### src/rtl/bin_to_bcd_seq_if.sv
// Handshake and result bundle for the sequential binary-to-BCD converter.
//
// Signals:
//   start   - conversion request, sampled while the converter is idle
//   bin     - WIDTH-bit unsigned value, sampled on the accepting edge
//   busy    - high while a conversion is in progress
//   done    - one-cycle pulse when new digits are valid
//   BCDU..BCDTT - units through ten-thousands digits
//   ndigits - count of significant digits (1..5)
//
// Modports:
//   master - the requester (drives start/bin, observes results)
//   slave  - the converter
interface bin_to_bcd_seq_if #(
  parameter int WIDTH = 16
);
  logic             start;
  logic [WIDTH-1:0] bin;
  logic             busy;
  logic             done;
  logic [3:0]       BCDU;
  logic [3:0]       BCDT;
  logic [3:0]       BCDH;
  logic [3:0]       BCDTH;
  logic [3:0]       BCDTT;
  logic [2:0]       ndigits;

  modport master (
    output start, bin,
    input  busy, done, BCDU, BCDT, BCDH, BCDTH, BCDTT, ndigits
  );

  modport slave (
    input  start, bin,
    output busy, done, BCDU, BCDT, BCDH, BCDTH, BCDTT, ndigits
  );
endinterface

### src/rtl/bin_to_bcd_seq.sv
// Sequential double-dabble converter: a WIDTH-bit unsigned value becomes
// five BCD digits, one shift per clock, using a start/busy/done handshake.
// Also reports how many digits are significant so the display stage can
// blank leading zeros.
//
// Ports:
//   clock   - rising-edge system clock
//   reset_n - synchronous active-low reset
//   bus     - bin_to_bcd_seq_if slave: start/bin in; busy, done,
//             BCDU/BCDT/BCDH/BCDTH/BCDTT and ndigits out
module bin_to_bcd_seq #(
  parameter int WIDTH = 16
) (
  input logic             clock,
  input logic             reset_n,
  bin_to_bcd_seq_if.slave bus
);

  // WIDTH above 16 could overflow five digits; reject it at elaboration.
  if (WIDTH < 1 || WIDTH > 16) begin : g_bad_width
    $error("bin_to_bcd_seq: WIDTH must be in 1..16");
  end

  typedef enum logic {
    IDLE,
    SHIFT
  } state_t;

  state_t state;
  state_t state_next;

  logic [WIDTH-1:0] bin_reg;
  logic [19:0]      scratch;
  logic [4:0]       count;

  logic [19:0] corrected;
  logic [19:0] shifted;
  logic [2:0]  shifted_ndigits;

  logic [19:0] result_reg;
  logic [2:0]  ndigits_reg;
  logic        done_reg;

  logic busy_int;
  logic accept;
  logic finish;

  always_ff @(posedge clock) begin
    if (!reset_n) begin
      state <= IDLE;
    end else begin
      state <= state_next;
    end
  end

  always_comb begin
    state_next = state;
    case (state)
      IDLE:    if (bus.start) state_next = SHIFT;
      SHIFT:   if (count == 5'd1) state_next = IDLE;
      default: state_next = IDLE;
    endcase
  end

  always_comb begin
    busy_int = (state == SHIFT);
    accept   = (state == IDLE) && bus.start;
    finish   = (state == SHIFT) && (count == 5'd1);
  end

  // All five nibbles are corrected from their current values before the
  // shift; the 4-bit add never carries for legal WIDTH.
  always_comb begin
    corrected = scratch;
    for (int i = 0; i < 5; i++) begin
      if (scratch[4*i +: 4] >= 4'd5) begin
        corrected[4*i +: 4] = scratch[4*i +: 4] + 4'd3;
      end
    end
    shifted = {corrected[18:0], bin_reg[WIDTH-1]};
  end

  // Highest nonzero digit index plus one; an all-zero value still shows one digit.
  always_comb begin
    shifted_ndigits = 3'd1;
    if (shifted[19:16] != 4'd0) begin
      shifted_ndigits = 3'd5;
    end else if (shifted[15:12] != 4'd0) begin
      shifted_ndigits = 3'd4;
    end else if (shifted[11:8] != 4'd0) begin
      shifted_ndigits = 3'd3;
    end else if (shifted[7:4] != 4'd0) begin
      shifted_ndigits = 3'd2;
    end
  end

  always_ff @(posedge clock) begin
    if (!reset_n) begin
      bin_reg     <= '0;
      scratch     <= '0;
      count       <= '0;
      result_reg  <= '0;
      ndigits_reg <= 3'd1;
      done_reg    <= 1'b0;
    end else begin
      done_reg <= 1'b0;
      if (accept) begin
        bin_reg <= bus.bin;
        scratch <= '0;
        count   <= 5'(WIDTH);
      end else if (busy_int) begin
        bin_reg <= bin_reg << 1;
        scratch <= shifted;
        count   <= count - 5'd1;
        // Outputs only ever see the finished value, never partial scratch.
        if (finish) begin
          result_reg  <= shifted;
          ndigits_reg <= shifted_ndigits;
          done_reg    <= 1'b1;
        end
      end
    end
  end

  assign bus.busy    = busy_int;
  assign bus.done    = done_reg;
  assign bus.BCDU    = result_reg[3:0];
  assign bus.BCDT    = result_reg[7:4];
  assign bus.BCDH    = result_reg[11:8];
  assign bus.BCDTH   = result_reg[15:12];
  assign bus.BCDTT   = result_reg[19:16];
  assign bus.ndigits = ndigits_reg;

endmodule

### src/flat_wrapper.sv
// flat-port wrapper written by rule: the top's interface ports become plain ports
module bin_to_bcd_seq_flat 
#(
  parameter int WIDTH = 16
)
  (clock, reset_n, bus_start, bus_bin, bus_busy, bus_done, bus_BCDU, bus_BCDT, bus_BCDH, bus_BCDTH, bus_BCDTT, bus_ndigits);
  bin_to_bcd_seq_if #(.WIDTH(WIDTH)) bus_i ();
  input logic clock;
  input logic reset_n;
  input wire logic [$bits(bus_i.start)-1:0] bus_start;
  input wire logic [$bits(bus_i.bin)-1:0] bus_bin;
  output wire logic [$bits(bus_i.busy)-1:0] bus_busy;
  output wire logic [$bits(bus_i.done)-1:0] bus_done;
  output wire logic [$bits(bus_i.BCDU)-1:0] bus_BCDU;
  output wire logic [$bits(bus_i.BCDT)-1:0] bus_BCDT;
  output wire logic [$bits(bus_i.BCDH)-1:0] bus_BCDH;
  output wire logic [$bits(bus_i.BCDTH)-1:0] bus_BCDTH;
  output wire logic [$bits(bus_i.BCDTT)-1:0] bus_BCDTT;
  output wire logic [$bits(bus_i.ndigits)-1:0] bus_ndigits;
  assign bus_i.start = bus_start;
  assign bus_i.bin = bus_bin;
  assign bus_busy = bus_i.busy;
  assign bus_done = bus_i.done;
  assign bus_BCDU = bus_i.BCDU;
  assign bus_BCDT = bus_i.BCDT;
  assign bus_BCDH = bus_i.BCDH;
  assign bus_BCDTH = bus_i.BCDTH;
  assign bus_BCDTT = bus_i.BCDTT;
  assign bus_ndigits = bus_i.ndigits;
  bin_to_bcd_seq #(.WIDTH(WIDTH)) u_core (.clock(clock), .reset_n(reset_n), .bus(bus_i));
endmodule
### config.mk
export PLATFORM = sky130hd
export DESIGN_NAME = bin_to_bcd_seq_flat
export DESIGN_NICKNAME = d
export VERILOG_FILES = /design/src/rtl/bin_to_bcd_seq_if.sv /design/src/rtl/bin_to_bcd_seq.sv /design/src/flat_wrapper.sv
export SDC_FILE = /design/constraint.sdc
export NUM_CORES = 1
export LEC_CHECK = 0
export ABC_AREA = 1
export CAP_MARGIN = 20
export CORE_ASPECT_RATIO = 0.75
export CORE_MARGIN = 10
export CORE_UTILIZATION = 38
export DETAILED_ROUTE_END_ITERATION = 6
export GPL_TIMING_DRIVEN = 0
export PLACE_DENSITY = 0.64
export SLEW_MARGIN = 15
export SYNTH_ARGS = -nofsm -noshare
export SYNTH_HDL_FRONTEND = slang
export SYNTH_SLANG_ARGS = --single-unit
export TNS_END_PERCENT = 10
### constraint.sdc
create_clock -name clock -period 2.2 [get_ports clock]
set_clock_uncertainty 0.1 [all_clocks]
set_input_delay 0.44 -clock clock [delete_from_list [all_inputs] [get_ports clock]]
set_output_delay 0.44 -clock clock [all_outputs]
set_load 0.03 [all_outputs]
# Word-level counts from Yosys, hierarchy flattened
# Cells that the tools add are included.
[totals]
wordCells = 50
regBits = 66
in_bits = 19
out_inout_bits = 25
[op_classes]
n_mux = 17
n_eq_ne = 1
n_bitwise = 3
n_lt_le_gt_ge = 5
add_sub_neg = 6
n_reduce_logical = 10
[ops]
columns = ["op", "n"]
rows = [
  ["$mux 16", 2],
  ["$ge 4x3->1 const B", 5],
  ["$add 4x2->4 const B", 4],
  ["$mux 4", 4],
  ["$reduce_bool 4->1", 4],
  ["$mux 3", 4],
  ["$mux 5", 2],
  ["$eq 5x1->1 const B", 1],
  ["$sub 5x1->5 const B", 1],
  ["$add 3x2->3 const B", 1],
  ["$mux 1", 3],
  ["$not 1->1", 3],
  ["$reduce_and 3->1", 1],
  ["$reduce_or 3->1", 1],
  ["$logic_and 1x1->1", 2],
  ["$mux 2", 1],
  ["$pmux 1 s2", 1],
  ["$reduce_bool 2->1", 1],
  ["$reduce_or 2->1", 1],
]

# Longest topological paths before layout
# Gate-level depths: netlist of run 1.
[logic_depth]
word_depth = 7
ltp_mapped = 13
mapped_depth_nobuf = 13

# Worst setup path after synthesis of run 1
# No wires, ideal clock.
[synth_timing]
kind = "register to register"
startpoint = "reg u_core.scratch[4]"
endpoint = "reg u_core.ndigits_reg[1], in the netlist u_core.bus.ndigits[1]"
required_ns = 1.983
path_slack_ns = 0.628
arrival_time_ns = 1.355
setup_ns = 0.117
stages_incl_launch_ff = 13
synth_period_minus_slack_ns = 1.572
path_cell_list = "dfxtp_1 inv_1 ha_1 inv_1 nand2_1 nand3_1 nand2_1 nand2_1 nand2_1 nor2_1 nand2_1 nand2_1 o21ai_1"
[synth_via]
elab_chain_len = 7
[synth_lines]
columns = ["element", "line_no", "rtl"]
rows = [
  ["start, declared", "bin_to_bcd_seq.sv:33", "logic [19:0] scratch;"],
  ["start signal, assigned", "bin_to_bcd_seq.sv:113", "scratch <= shifted;"],
  ["$add 4x2->4 or $ge 4x3->1 (tied branches)", "bin_to_bcd_seq.sv:77, bin_to_bcd_seq.sv:76", ""],
  ["$mux 4 *", "bin_to_bcd_seq.sv:76", "if (scratch[4*i +: 4] >= 4'd5) begin"],
  ["$reduce_bool 4->1", "bin_to_bcd_seq.sv:92", "end else if (shifted[7:4] != 4'd0) begin"],
  ["$mux 2", "bin_to_bcd_seq.sv:92", ""],
  ["$mux 3 *", "bin_to_bcd_seq.sv:90", "end else if (shifted[11:8] != 4'd0) begin"],
  ["$mux 3 *", "bin_to_bcd_seq.sv:88", "end else if (shifted[15:12] != 4'd0) begin"],
  ["$mux 3 *", "bin_to_bcd_seq.sv:86", "if (shifted[19:16] != 4'd0) begin"],
  ["end signal, assigned", "bin_to_bcd_seq.sv:118", "ndigits_reg <= shifted_ndigits;"],
  ["end, declared", "bin_to_bcd_seq.sv:41", "logic [2:0] ndigits_reg;"],
]
# Every way passes the cells marked *; elsewhere a longest branch is shown, timed or not.
# A chain may end at the register's enable or synchronous reset.

# Worst setup path in the final report of run 1
[layout_timing]
startpoint = "reg u_core.ndigits_reg[0], in the netlist u_core.bus.ndigits[0]"
endpoint = "out bus_ndigits[0]"
[layout_lines]
columns = ["element", "line_no", "rtl"]
rows = [
  ["end, declared", "flat_wrapper.sv:19", "output wire logic [$bits(bus_i.ndigits)-1:0] bus_ndigits;"],
]
# No word-level cell between the ends.

==> out/metrics.cfg, run 1 <==
[die]
fp-row-count=28
start_util=0.398
die-height_microns=99.5
die_area_sq_um=12500
io_pins=44
core-area_sq_um=8060
fp.dieW_microns=126

[run_status]
status=finished, final reports clean

[yosys]
synth_compound_area_frac=0.156
yosysMostFrequentCell=nand2_1
synth_ff_type=dfxtp_1
ys_top_cells_by_area=dfxtp_1 (41%), nand2_1 (16%), inv_1 (8.1%)
synth-edff-count=0
syn_area_sq_um=3200
synth.distinct_cells=36
synth.avg_cell_area_sq_um=7.28
synth_fa_ha_area_frac=0.0469
yosys.area_share.simple=0.269
ys_ff_latch=66
yosysWarnings=0
async_reset_ff_frac=0
ys_top_cells_by_count=nand2_1 (135), inv_1 (69), dfxtp_1 (66)
synth_nets=471
netlist_instances=440
seq_area_frac_synth=0.412
muxShareOfSynthArea=0
yosysTopAreaCell=dfxtp_1
synth_top_family_by_area=simple AND/OR/NAND/NOR gates
synth_xor_area_frac=0.00273
yosysTopAreaCellShare=0.412

[timing]
rsz0062_at_grt=no
setup_viol=0
post-route-worst-setup-slack_ps=275
maxSlewHeadroom=0.626
holdWs_ps=353
worst_pin_slew_ps=561
period_needed_ps=1930
maxClockFrequency_ghz=0.519
fin_crit_sh=0.875
hold_viol_final=0
fin_setup_tns_ps=0
drv_slew=0

[cells_and_area]
drive_gt1_frac=0.0962
diodes=0
final_cells=604
nets=525
area_growth_pct=26.9

[drt]
via_per_inst=4.65
via_count=2811
drc_errors=0
drt-pass1-iter-count=4
drt-wirelength-per-cell_microns=12.5
dr.first_iter.drc_count=170
drt_wl_total_mm=7.56
ant_nets=0

[critical_path]
crit_arrival_ps=1390
path_max_fanout=2
worst-path-buf-inv=1
rr_endpoint=u_core.bus.ndigits[1]
path_cells=clkdlybuf4s50_1
critPathLaunchType=flip-flop
crit_family=buffers and inverters
critPathMaxStageDelay_ps=690
end_kind=output port
cp.required_ps=1660
rrSetupSlack_ps=310
reg2reg_from=u_core.scratch[4]
critical_path_class=reg2out
reg2regPathDepth=12
slowest_stage=clkdlybuf4s50_1

[worst_hold_path]
hp-class=reg2reg
min_delay_path_depth=2
min_to=u_core.result_reg[18]
min-delay-start=u_core.result_reg[18]

[power_and_ir_drop]
powerDensity_nw_per_um2=772
power_frac_comb=0.135
p_leak_nw=1.93
clkPwrFrac=0.456
seqPwrFrac=0.409
p_int_mw=2.35
peakVddDrop_mv=0.424
p_sw_mw=0.793
p_sw_frac=0.253
total_power_mw=3.14

[placed_design]
routabilityCongestion=0.864
place_ws_ps=165
portBuffers=43
hpwlAfterDp_mm=5.79
placed_cells=588

[clocking]
cts_tree=yes
post_cts_buffers=0
post_cts_resized=0
cts_buffer_depth=2
clock-sinks=66
cts.htree.levels=3
clock_latency_ps=330
cts_buffers=9
hold_buffers=0
path_clk_slew_ps=50
clockRootBuffer=clkbuf_16

[grt]
grt_pass1_vias=2670
track_usage=0.124
antenna_found_initial=0
grt_max_degree=11
grt_overflow=0
grt_pass1_wl_mm=12.9

[job]
maxCapViolCount=0

## worst reg2reg max path: stages (launching register included)
cell and delay (ps):
dfxtp_1 390, inv_1 110, ha_1 210, inv_1 70, nand2_1 120, nand3_1 150
nand2_1 100, nand2_1 140, nand2_1 70, nor2_1 130, nand2_1 70, nand2_1 60
o21ai_1 60
## worst max-delay path by stage
stage	cells after the start	slack, ps	startpoint	end
floorplan	12	630	u_core.scratch[4]	u_core.bus.ndigits[1]
global placement	7	190	bus_start	u_core.scratch[6]
detailed placement	7	170	bus_start	u_core.scratch[10]
CTS	1	270	u_core.result_reg[0]	bus_BCDU[0]
global route	12	130	u_core.scratch[4]	u_core.bus.ndigits[1]
finish	1	270	u_core.bus.ndigits[0]	bus_ndigits[0]
## through the flow
| step | utilization | cell area (sq um) |
|---|---|---|
| floorplan | - | 3200 |
| CTS | 0.505 | 4070 |
| detailed placement | 0.467 | 3770 |
| global placement | 0.467 | 3770 |
| finish | 0.505 | 4070 |
| global route | 0.505 | 4070 |
## placed cells by master (no fill, tap or decap), types with 10 or more instances in the layout
| cell | n |
|---|---|
| nand2_1 | 135 |
| inv_1 | 69 |
| dfxtp_1 | 66 |
| clkdlybuf4s50_1 | 43 |
| nand3_1 | 20 |
| nor2_1 | 18 |
| a21oi_1 | 15 |
| o21ai_0 | 13 |
| o211ai_1 | 13 |
| ha_1 | 12 |
| o21ai_2 | 10 |
## cell families (layout without fill, tap and decap cells)
family | Yosys count | count (layout)
simple gates | 197 | 197
buf+inv | 88 | 147
compound gates | 76 | 76
flops | 66 | 66
fa+ha+maj | 12 | 12
xor+xnor | 1 | 1
## per-layer routing
layer,global-route usage,part of all wire
met1,0.162,0.51
met2,0.191,0.44
met3,0.0387,0.038
met4,0.0349,0.0078
met5,0,0
## power by group through the flow
stage | clock network, mW | logic [mW] | registers (mW)
floorplan | 0 | 0.296 | 1.31
global placement | 0 | 0.418 | 1.31
detailed placement | 0 | 0.427 | 1.31
CTS | 1.46 | 0.429 | 1.28
global route | 1.52 | 0.486 | 1.29
finish | 1.43 | 0.424 | 1.28
## cell type report
| type | instances | area (sq um) |
|---|---|---|
| Fill cell | 799 | 3990 |
| Inverter | 74 | 278 |
| Timing Repair Buffer | 43 | 430 |
| Buffer | 14 | 83.8 |
| Tap cell | 105 | 131 |
| Multi-Input combinational cell | 286 | 1520 |
| Clock buffer | 14 | 264 |
| Sequential cell | 66 | 1320 |
| Clock inverter | 2 | 35.0 |
Power figures use the tool's default switching activity.
==> run 2, diff against run 1 <==
--- a/config.mk
+++ b/config.mk
@@ -9,10 +9,11 @@
 export CAP_MARGIN = 20
 export CORE_ASPECT_RATIO = 0.75
 export CORE_MARGIN = 10
-export CORE_UTILIZATION = 38
+export CORE_UTILIZATION = 50
 export DETAILED_ROUTE_END_ITERATION = 6
 export GPL_TIMING_DRIVEN = 0
-export PLACE_DENSITY = 0.64
+export PLACE_DENSITY = 0.79
+export RECOVER_POWER = 25
 export SLEW_MARGIN = 15
 export SYNTH_ARGS = -nofsm -noshare
 export SYNTH_HDL_FRONTEND = slang
==> constraint.sdc (replaced) <==
create_clock -name clock -period 2.3 [get_ports clock]
set_clock_uncertainty 0.1 [all_clocks]
set_input_delay 0.46 -clock clock [delete_from_list [all_inputs] [get_ports clock]]
set_output_delay 0.46 -clock clock [all_outputs]
set_load 0.03 [all_outputs]
==> run 2 against run 1 <==
Hold slack better by 5.3 ps. Critical path depth rose by 4. Worst setup slack better by 2.1 ps. Combinational power decreased by 4%. Sequential power is 4% lower. Sequential share of layout area grew 1.4 points. Clock power fell by 35%.
==> out/metrics.cfg, run 2 (synthesis gave the netlist of run 1 again) <==
[job]
maxCapViolCount=0  ; unchanged

[die]
io_pins=44  ; unchanged
die_area_sq_um=10000  ; -20%
fp.dieW_microns=112  ; -11%
fp-row-count=25  ; -11%
start_util=0.512  ; +0.115
core-area_sq_um=6260  ; -22%
die-height_microns=89.3  ; -10%

[grt]
grt_overflow=0  ; unchanged
antenna_found_initial=0  ; unchanged
track_usage=0.153  ; +0.0297
grt_max_degree=11  ; unchanged
grt_pass1_vias=2799  ; +4.8%
grt_pass1_wl_mm=12.8  ; -0.75%

[critical_path]
critPathLaunchType=input port
end_kind=flip-flop
crit_arrival_ps=2120  ; +730 ps
reg2regPathDepth=6  ; -6
path_max_fanout=10  ; +8
critical_path_class=in2reg
startpoint=reset_n
cp.required_ps=2400  ; +740 ps
reg2reg_from=u_core.count[1]
rrSetupSlack_ps=300  ; about the same
rr_endpoint=u_core.result_reg[3]

[placed_design]
place_ws_ps=276  ; +111 ps
routabilityCongestion=0.867  ; +0.39%
place_area_sq_um=3740  ; -0.80%
portBuffers=43  ; unchanged
hpwlAfterDp_mm=5.78  ; -0.15%

[clocking]
cts_buffer_depth=2  ; unchanged
hold_buffers=0  ; unchanged
cts_buffers=9  ; unchanged
post_cts_buffers=0  ; unchanged
clock_latency_ps=330  ; about the same
cts_tree=yes
clockRootBuffer=clkbuf_8
path_clk_slew_ps=70  ; +20 ps
cts.htree.levels=3  ; unchanged
clock-sinks=66  ; unchanged
post_cts_resized=0  ; unchanged

[cells_and_area]
diodes=0  ; unchanged
fin_util=0.623  ; +0.118
nets=525  ; unchanged
final_common_cell=nand2_1
final_cell_mix=nand2_1 (135), inv_1 (69), dfxtp_1 (66), clkdlybuf4s50_1 (43), nand3_1 (21)
area_growth_pct=21.6
drive_gt1_frac=0.0863  ; -0.00985
final_cell_area_sq_um=3900  ; -4.2%

[timing]
fin_setup_tns_ps=0  ; unchanged
drv_slew=0  ; unchanged
period_needed_ps=2020
fin_crit_sh=0.880
worst_pin_slew_ps=714  ; +153 ps
maxClockFrequency_ghz=0.494
post-route-worst-setup-slack_ps=277  ; +2.12 ps
hold_viol_final=0  ; unchanged
rsz0062_at_grt=no
maxSlewHeadroom=0.524  ; -0.102
setup_viol=0  ; unchanged

[drt]
via_per_inst=5.14  ; +10%
wl_met3_microns=417  ; +47%
drc_errors=0  ; unchanged
drt-pass1-iter-count=5  ; +1
wl_met2_mm=3.59  ; +7.1%
wl_met1_mm=3.58  ; -7.4%
drt-wirelength-per-cell_microns=13.2  ; +5.8%
drt_wl_total_mm=7.67  ; +1.5%
dr.first_iter.drc_count=176  ; +3.5%
ant_nets=0  ; unchanged
via_count=2975  ; +5.8%
highest_layer=met4

[run_status]
status=finished, final reports clean

[power_and_ir_drop]
peakVddDrop_mv=0.386  ; -9.0%
powerDensity_nw_per_um2=659  ; -15%
p_leak_nw=1.87  ; -3.1%
total_power_mw=2.57  ; -18%

[worst_hold_path]
min_delay_path_depth=2  ; unchanged
min-delay-start=u_core.result_reg[5]
hp-class=reg2reg
min_to=u_core.result_reg[5]

run 2: cell count changes in the layout (fill, tap and decap cells not counted), sizes merged:
cell	previous run	this run
buf	10	8
clkinv	1	2
run 2: routing by layer:
layer / vias to the layer above / track usage
met5: - / 0
met4: 0 / 0.0483
met3: 11 / 0.0416
met2: 69 / 0.251
met1: 1378 / 0.193
li1: 1517 / -
run 2: report_power, final:
part	switching, mW	total, mW	leakage [nW]	internal, mW
clock network	0.412	0.933	0.0962	0.521
logic	0.257	0.409	1.24	0.152
registers	0.0353	1.23	0.538	1.19
total	0.704	2.57	1.87	1.87
run 2: cell type report:
type                    instances  area, sq um
clock buffers                  12          145
plain buffers                  14         75.1
fillers                       582         2360
well taps                      81          101
repair buffers                 43          430
inverters                      74          278
flip-flops and latches         66         1320
multi-input cells             286         1510
clock inverters                 3         40.0
run 2: how the worst max path moves through the flow:
stage	to	slack, ps
after floorplan	u_core.bus.ndigits[1]	730
after global placement	u_core.scratch[18]	290
after detailed placement	u_core.scratch[6]	280
after CTS	bus_ndigits[2]	340
after global routing	u_core.result_reg[3]	140
final	u_core.result_reg[3]	280
run 2: stage by stage:
step                std cells  hold slack [ps]
CTS                       579              363
floorplan                 440              345
global route              579              382
finish                    579              358
global placement          564              341
detailed placement        564              348
run 2: critical path, stage by stage:
cell             delay, ps
clkdlybuf4s50_1        450
buf_4                  200
nand3_1                260
clkbuf_1               590
o21ai_0                150
==> run 3, diff against run 2 <==
--- a/config.mk
+++ b/config.mk
@@ -6,7 +6,7 @@
 export NUM_CORES = 1
 export LEC_CHECK = 0
 export ABC_AREA = 1
-export CAP_MARGIN = 20
+export CAP_MARGIN = 10
 export CORE_ASPECT_RATIO = 0.75
 export CORE_MARGIN = 10
 export CORE_UTILIZATION = 50
==> results of run 3 <==
Final layout, timing and power as in run 2 (identical DEF).
==> patch 1 (settings of run 1) <==
`WIDTH` is set to 16 in 3 places; all go to 14. Comments in the files are not updated.
--- a/src/rtl/bin_to_bcd_seq_if.sv
+++ b/src/rtl/bin_to_bcd_seq_if.sv
@@ -12,7 +12,7 @@
 //   master - the requester (drives start/bin, observes results)
 //   slave  - the converter
 interface bin_to_bcd_seq_if #(
-  parameter int WIDTH = 16
+  parameter int WIDTH = 14
 );
   logic             start;
   logic [WIDTH-1:0] bin;
--- a/src/rtl/bin_to_bcd_seq.sv
+++ b/src/rtl/bin_to_bcd_seq.sv
@@ -9,7 +9,7 @@
 //   bus     - bin_to_bcd_seq_if slave: start/bin in; busy, done,
 //             BCDU/BCDT/BCDH/BCDTH/BCDTT and ndigits out
 module bin_to_bcd_seq #(
-  parameter int WIDTH = 16
+  parameter int WIDTH = 14
 ) (
   input logic             clock,
   input logic             reset_n,
--- a/src/flat_wrapper.sv
+++ b/src/flat_wrapper.sv
@@ -1,7 +1,7 @@
 // flat-port wrapper written by rule: the top's interface ports become plain ports
 module bin_to_bcd_seq_flat 
 #(
-  parameter int WIDTH = 16
+  parameter int WIDTH = 14
 )
   (clock, reset_n, bus_start, bus_bin, bus_busy, bus_done, bus_BCDU, bus_BCDT, bus_BCDH, bus_BCDTH, bus_BCDTT, bus_ndigits);
   bin_to_bcd_seq_if #(.WIDTH(WIDTH)) bus_i ();
Interface: changed (resized bus_bin); port bits go from 44 to 42. The function was not compared with the original's and may differ.
==> patch 1 against run 1 <==
  * Area after synthesis is 3.3% lower
  * Sequential cell count is 2 lower
  * Via count is 2.1% lower
  * Final area is 6.5% lower
  * Total power is 20% lower
  * Critical endpoint is now bus_busy
  * Worst setup slack worse by 0.14 ns
  * Routed wire length is 1.0% higher
  * Clock power is 40% lower
  * Non-clock buffer count is 1 lower
==> patch 1: results (changes against run 1) <==
Lkg Pwr=0.00182 uW (was 0.00193 uW); DPL Wire Length=5670 um (was 5790 um); Critical Path Max Stage Delay=0.73 ns (was 0.69 ns); Yosys cell types=33 (was 36); Port Buffer Count=41 (was 43); initial antenna violation count=0 (unchanged); Pint=1810 uW (was 2350 uW); Hold Crit Start=u_core.result_reg[11] (was u_core.result_reg[18]); gr usage total=12.8% (was 12.4%); crit path DAT=1.52 ns (was 1.39 ns); number of global-route vias before repair=2681 (was 2670); routability cong.=0.804 (was 0.864); share of layout cells above drive strength 1=11.9% (was 9.62%); top cells by area, synth=dfxtp_1 41%, nand2_1 14%, inv_1 8.6%, ha_1 4.8%, o21ai_1 3.2% (was dfxtp_1 41%, nand2_1 16%, inv_1 8.1%, ha_1 4.7%, nand3_1 3.1%); DR vias=2753 (was 2811); Final #Nets=505 (was 525); VDD IR-drop max=0.272 mV (was 0.424 mV); first-pass GRT wire length=13000 um (was 12900 um); Mapped Nets=453 (was 471); outcome=completed (unchanged); Seq/Total Area, Yosys=41.4% (was 41.2%); Avg WL per Cell=13.1 um (was 12.5 um); drt initial violations=186 (was 170); CP max FO=5 (was 2); hold path cells=2 (unchanged); worst r2r src=u_core.scratch[12] (was u_core.scratch[4]); DP Area=3640 um2 (was 3770 um2); Root Buffer=clkbuf_8 (was clkbuf_16); pre-CTS setup slack=0.147 ns (was 0.165 ns); path depth of the worst reg2reg path=9 (was 12); CP startpoint=u_core.bus.busy (was u_core.bus.ndigits[0])
## patch 1: routing by layer
layer	track usage (%)	up-vias	wire length, um
li1	-	1443	-
met1	16.3	1251	3870
met2	19.7	49	3320
met3	3.89	10	320
met4	4.74	0	126
met5	0	-	0
## patch 1: power by group through the flow
stage	clock [uW]	sequential, uW	combinational, uW
4_1_cts	891	1240	399
3_5_place_dp	0	1270	398
6_report	864	1250	400
5_1_grt	931	1250	459
3_3_place_gp	0	1270	388
2_1_floorplan	0	1270	276
## patch 1: kinds of logic (layout without fill, tap and decap cells)
kind of cell	Yosys count	after routing	synth area share (%)
adder cells (fa/ha/maj)	12	12	4.85
AO/OA/AOI/OAI	77	77	14.7
AND/OR/NAND/NOR	178	178	26.1
XOR/XNOR	2	2	0.808
buffers and inverters	91	145	12.2
flip-flops	64	64	41.4
## patch 1: worst paths after layout
kind	endpoint	slack [ns]
hold / removal	u_core.result_reg[11]	0.35
setup / recovery	bus_busy	0.14
hold reg to reg	u_core.result_reg[11]	0.35
setup reg to reg	u_core.bus.ndigits[2]	0.39
## patch 1: cell type report
| cell class | count | area, um2 |
|---|---|---|
| fill | 819 | 4120 |
| multi-input combinational | 269 | 1440 |
| sequential | 64 | 1280 |
| timing repair buffer | 41 | 410 |
| inverter | 76 | 285 |
| clock buffer | 12 | 155 |
| tap | 105 | 131 |
| buffer | 15 | 93.8 |
| clock inverter | 1 | 5.00 |
## patch 1: stage by stage
step	utilization [%]	total power (uW)	std cells
4_1_cts	48.0	2530	583
5_1_grt	48.0	2640	583
3_3_place_gp	46.0	1660	570
3_5_place_dp	46.0	1670	570
6_report	48.0	2510	583
2_1_floorplan	-	1540	424
==> patch 2 (config.mk and constraints of run 1) <==
Made on the original files. Reset style: asynchronous (`reset_n`), changed in 2 clocked blocks. Comments in the files are not updated.
--- a/src/rtl/bin_to_bcd_seq.sv
+++ b/src/rtl/bin_to_bcd_seq.sv
@@ -45,7 +45,7 @@
   logic accept;
   logic finish;
 
-  always_ff @(posedge clock) begin
+  always_ff @(posedge clock or negedge reset_n) begin
     if (!reset_n) begin
       state <= IDLE;
     end else begin
@@ -94,7 +94,7 @@
     end
   end
 
-  always_ff @(posedge clock) begin
+  always_ff @(posedge clock or negedge reset_n) begin
     if (!reset_n) begin
       bin_reg     <= '0;
       scratch     <= '0;
Check against the original RTL: differs if reset_n is asserted again (counterexample within 4 cycles, from zero or initial values and one cycle with reset_n low); with reset_n held inactive, the same outputs for 10 cycles.
==> patch 2 against run 1 <==
  * Worst setup slack lost 0.14 ns
  * Sequential cell count is the same
  * Area after synthesis shrank 2.4%
  * Final area shrank 4.0%
  * Critical path depth is the same
  * Count of clock-buffer cells in the layout shrank 2
  * Sequential share of layout area grew 9.9 points
  * Routed wire length shrank 2.6%
  * First-iteration DRC count shrank 21%
  * Cell count shrank 13%
  * Highest routed layer unchanged
Power is not compared: it rests on default switching activity, and its combinational part moved more than twofold at a synthesized area within 25%.
==> patch 2: results (changes against run 1) <==
gr usage total=12.1% (was 12.4%); CP max FO=2 (unchanged); DPL Wire Length=5490 um (was 5790 um); Post-synth top cells=95 x nand2_1, 65 x dfrtp_1, 50 x inv_1 (was 135 x nand2_1, 69 x inv_1, 66 x dfxtp_1); Yosys cell types=29 (was 36); number of global-route vias before repair=2586 (was 2670); Multi-input gate area=1210 um2 (was 1520 um2); yosys warns=0 (unchanged); Lkg Pwr=0.00186 uW; share of layout cells above drive strength 1=7.16% (was 9.62%); crit path DAT=1.52 ns (was 1.39 ns); DR vias=2519 (was 2811); Clk Latency, worst-skew pair=0.33 ns (about the same); drt initial violations=134 (was 170); Tightest Hold Check Type=flip-flop to flip-flop (unchanged); Root Buffer=clkbuf_8 (was clkbuf_16); Worst slew margin=63.7% (was 62.6%); DP Area=3710 um2 (was 3770 um2); Top FF cell, synth=dfrtp_1 (was dfxtp_1); Critical Path Max Stage Delay=0.67 ns (was 0.69 ns); diode count=0 (unchanged); Worst-path clk slew=0.07 ns (was 0.05 ns); Num CTS Buffers=9 (unchanged); Mapped Nets=390 (was 471); filler instances=762 (was 799); VDD IR-drop max=0.643 mV; First-pass DRT Iterations=4 (unchanged); Seq/Total Area, Yosys=52.9% (was 41.2%); Detailed Route WL=7360 um (was 7560 um); routability cong.=0.809 (was 0.864); Post-synth ARST share=100% (was 0%); top cells by area, synth=dfrtp_1 52%, nand2_1 11%, inv_1 6.0%, o21ai_0 5.1%, ha_1 4.8% (was dfxtp_1 41%, nand2_1 16%, inv_1 8.1%, ha_1 4.7%, nand3_1 3.1%); outcome=completed (unchanged); GRT overflow=0 (unchanged); Final #Nets=446 (was 525); first-pass GRT wire length=12500 um (was 12900 um); largest net degree at the start of global routing=44 (was 11)
patch 2: cell type report:
class,instances,share of cell area [%]
buffer,12,1.38
clock buffer,12,3.72
clock inverter,3,1.03
inverter,52,5.32
multi-input combinational,229,31.1
sequential,66,42.4
tap,105,3.37
timing repair buffer,45,11.7
patch 2: worst paths after layout:
check                                      start  slack (ns)                    end  depth (start not counted)
setup / recovery           u_core.bus.ndigits[0]        0.14         bus_ndigits[0]                          1
setup reg to reg               u_core.scratch[8]        0.38  u_core.bus.ndigits[1]                         12
hold reg to reg             u_core.result_reg[7]        0.38   u_core.result_reg[7]                          2
max in group asynchronous                reset_n        0.97  u_core.bus.ndigits[0]                          3
hold / removal              u_core.result_reg[7]        0.38   u_core.result_reg[7]                          2
min in group asynchronous                reset_n        0.45     u_core.scratch[17]                          2
patch 2: cells by family after synthesis:
logic type | count (synthesis) | share of synthesized area (%)
AOI/OAI and AO/OA | 74 | 14.4
xor gates and xnor gates | 3 | 0.840
adders and majority gates | 12 | 4.80
buffers and inverters | 64 | 8.36
DFF | 66 | 52.9
and+or+nand+nor | 140 | 18.8
patch 2: per-layer routing:
metal  GRT usage, %  vias up  wire, um
met2           18.7       69      3290
li1               -     1285         -
met1           15.8     1158      3550
met4           3.93        0        78
met5              0        -         0
met3           3.91        7       442
patch 2: timing repair:
item,4_1_cts,5_1_grt
buffers inserted,0,0
hold endpoints to repair,23,0
setup endpoints to repair,0,0
hold buffers,1,0
patch 2: report_power, final:
group / leakage, uW / switching, uW / internal (uW) / total (uW)
Combinational: 0.000934 / 1930 / 1100 / 3030
Sequential: 0.000831 / 307 / 1750 / 2060
Clock: 0.0000962 / 424 / 545 / 970
patch 2: per-stage QoR:
step / setup slack, ns / power (uW) / cells
after global placement: -1.66 / 5000 / 507
final: 0.136 / 6060 / 524
after floorplan: 0.618 / 4110 / 359
after global routing: 0.0635 / 6610 / 524
after CTS: 0.110 / 6090 / 524
after detailed placement: 0.0473 / 5110 / 508
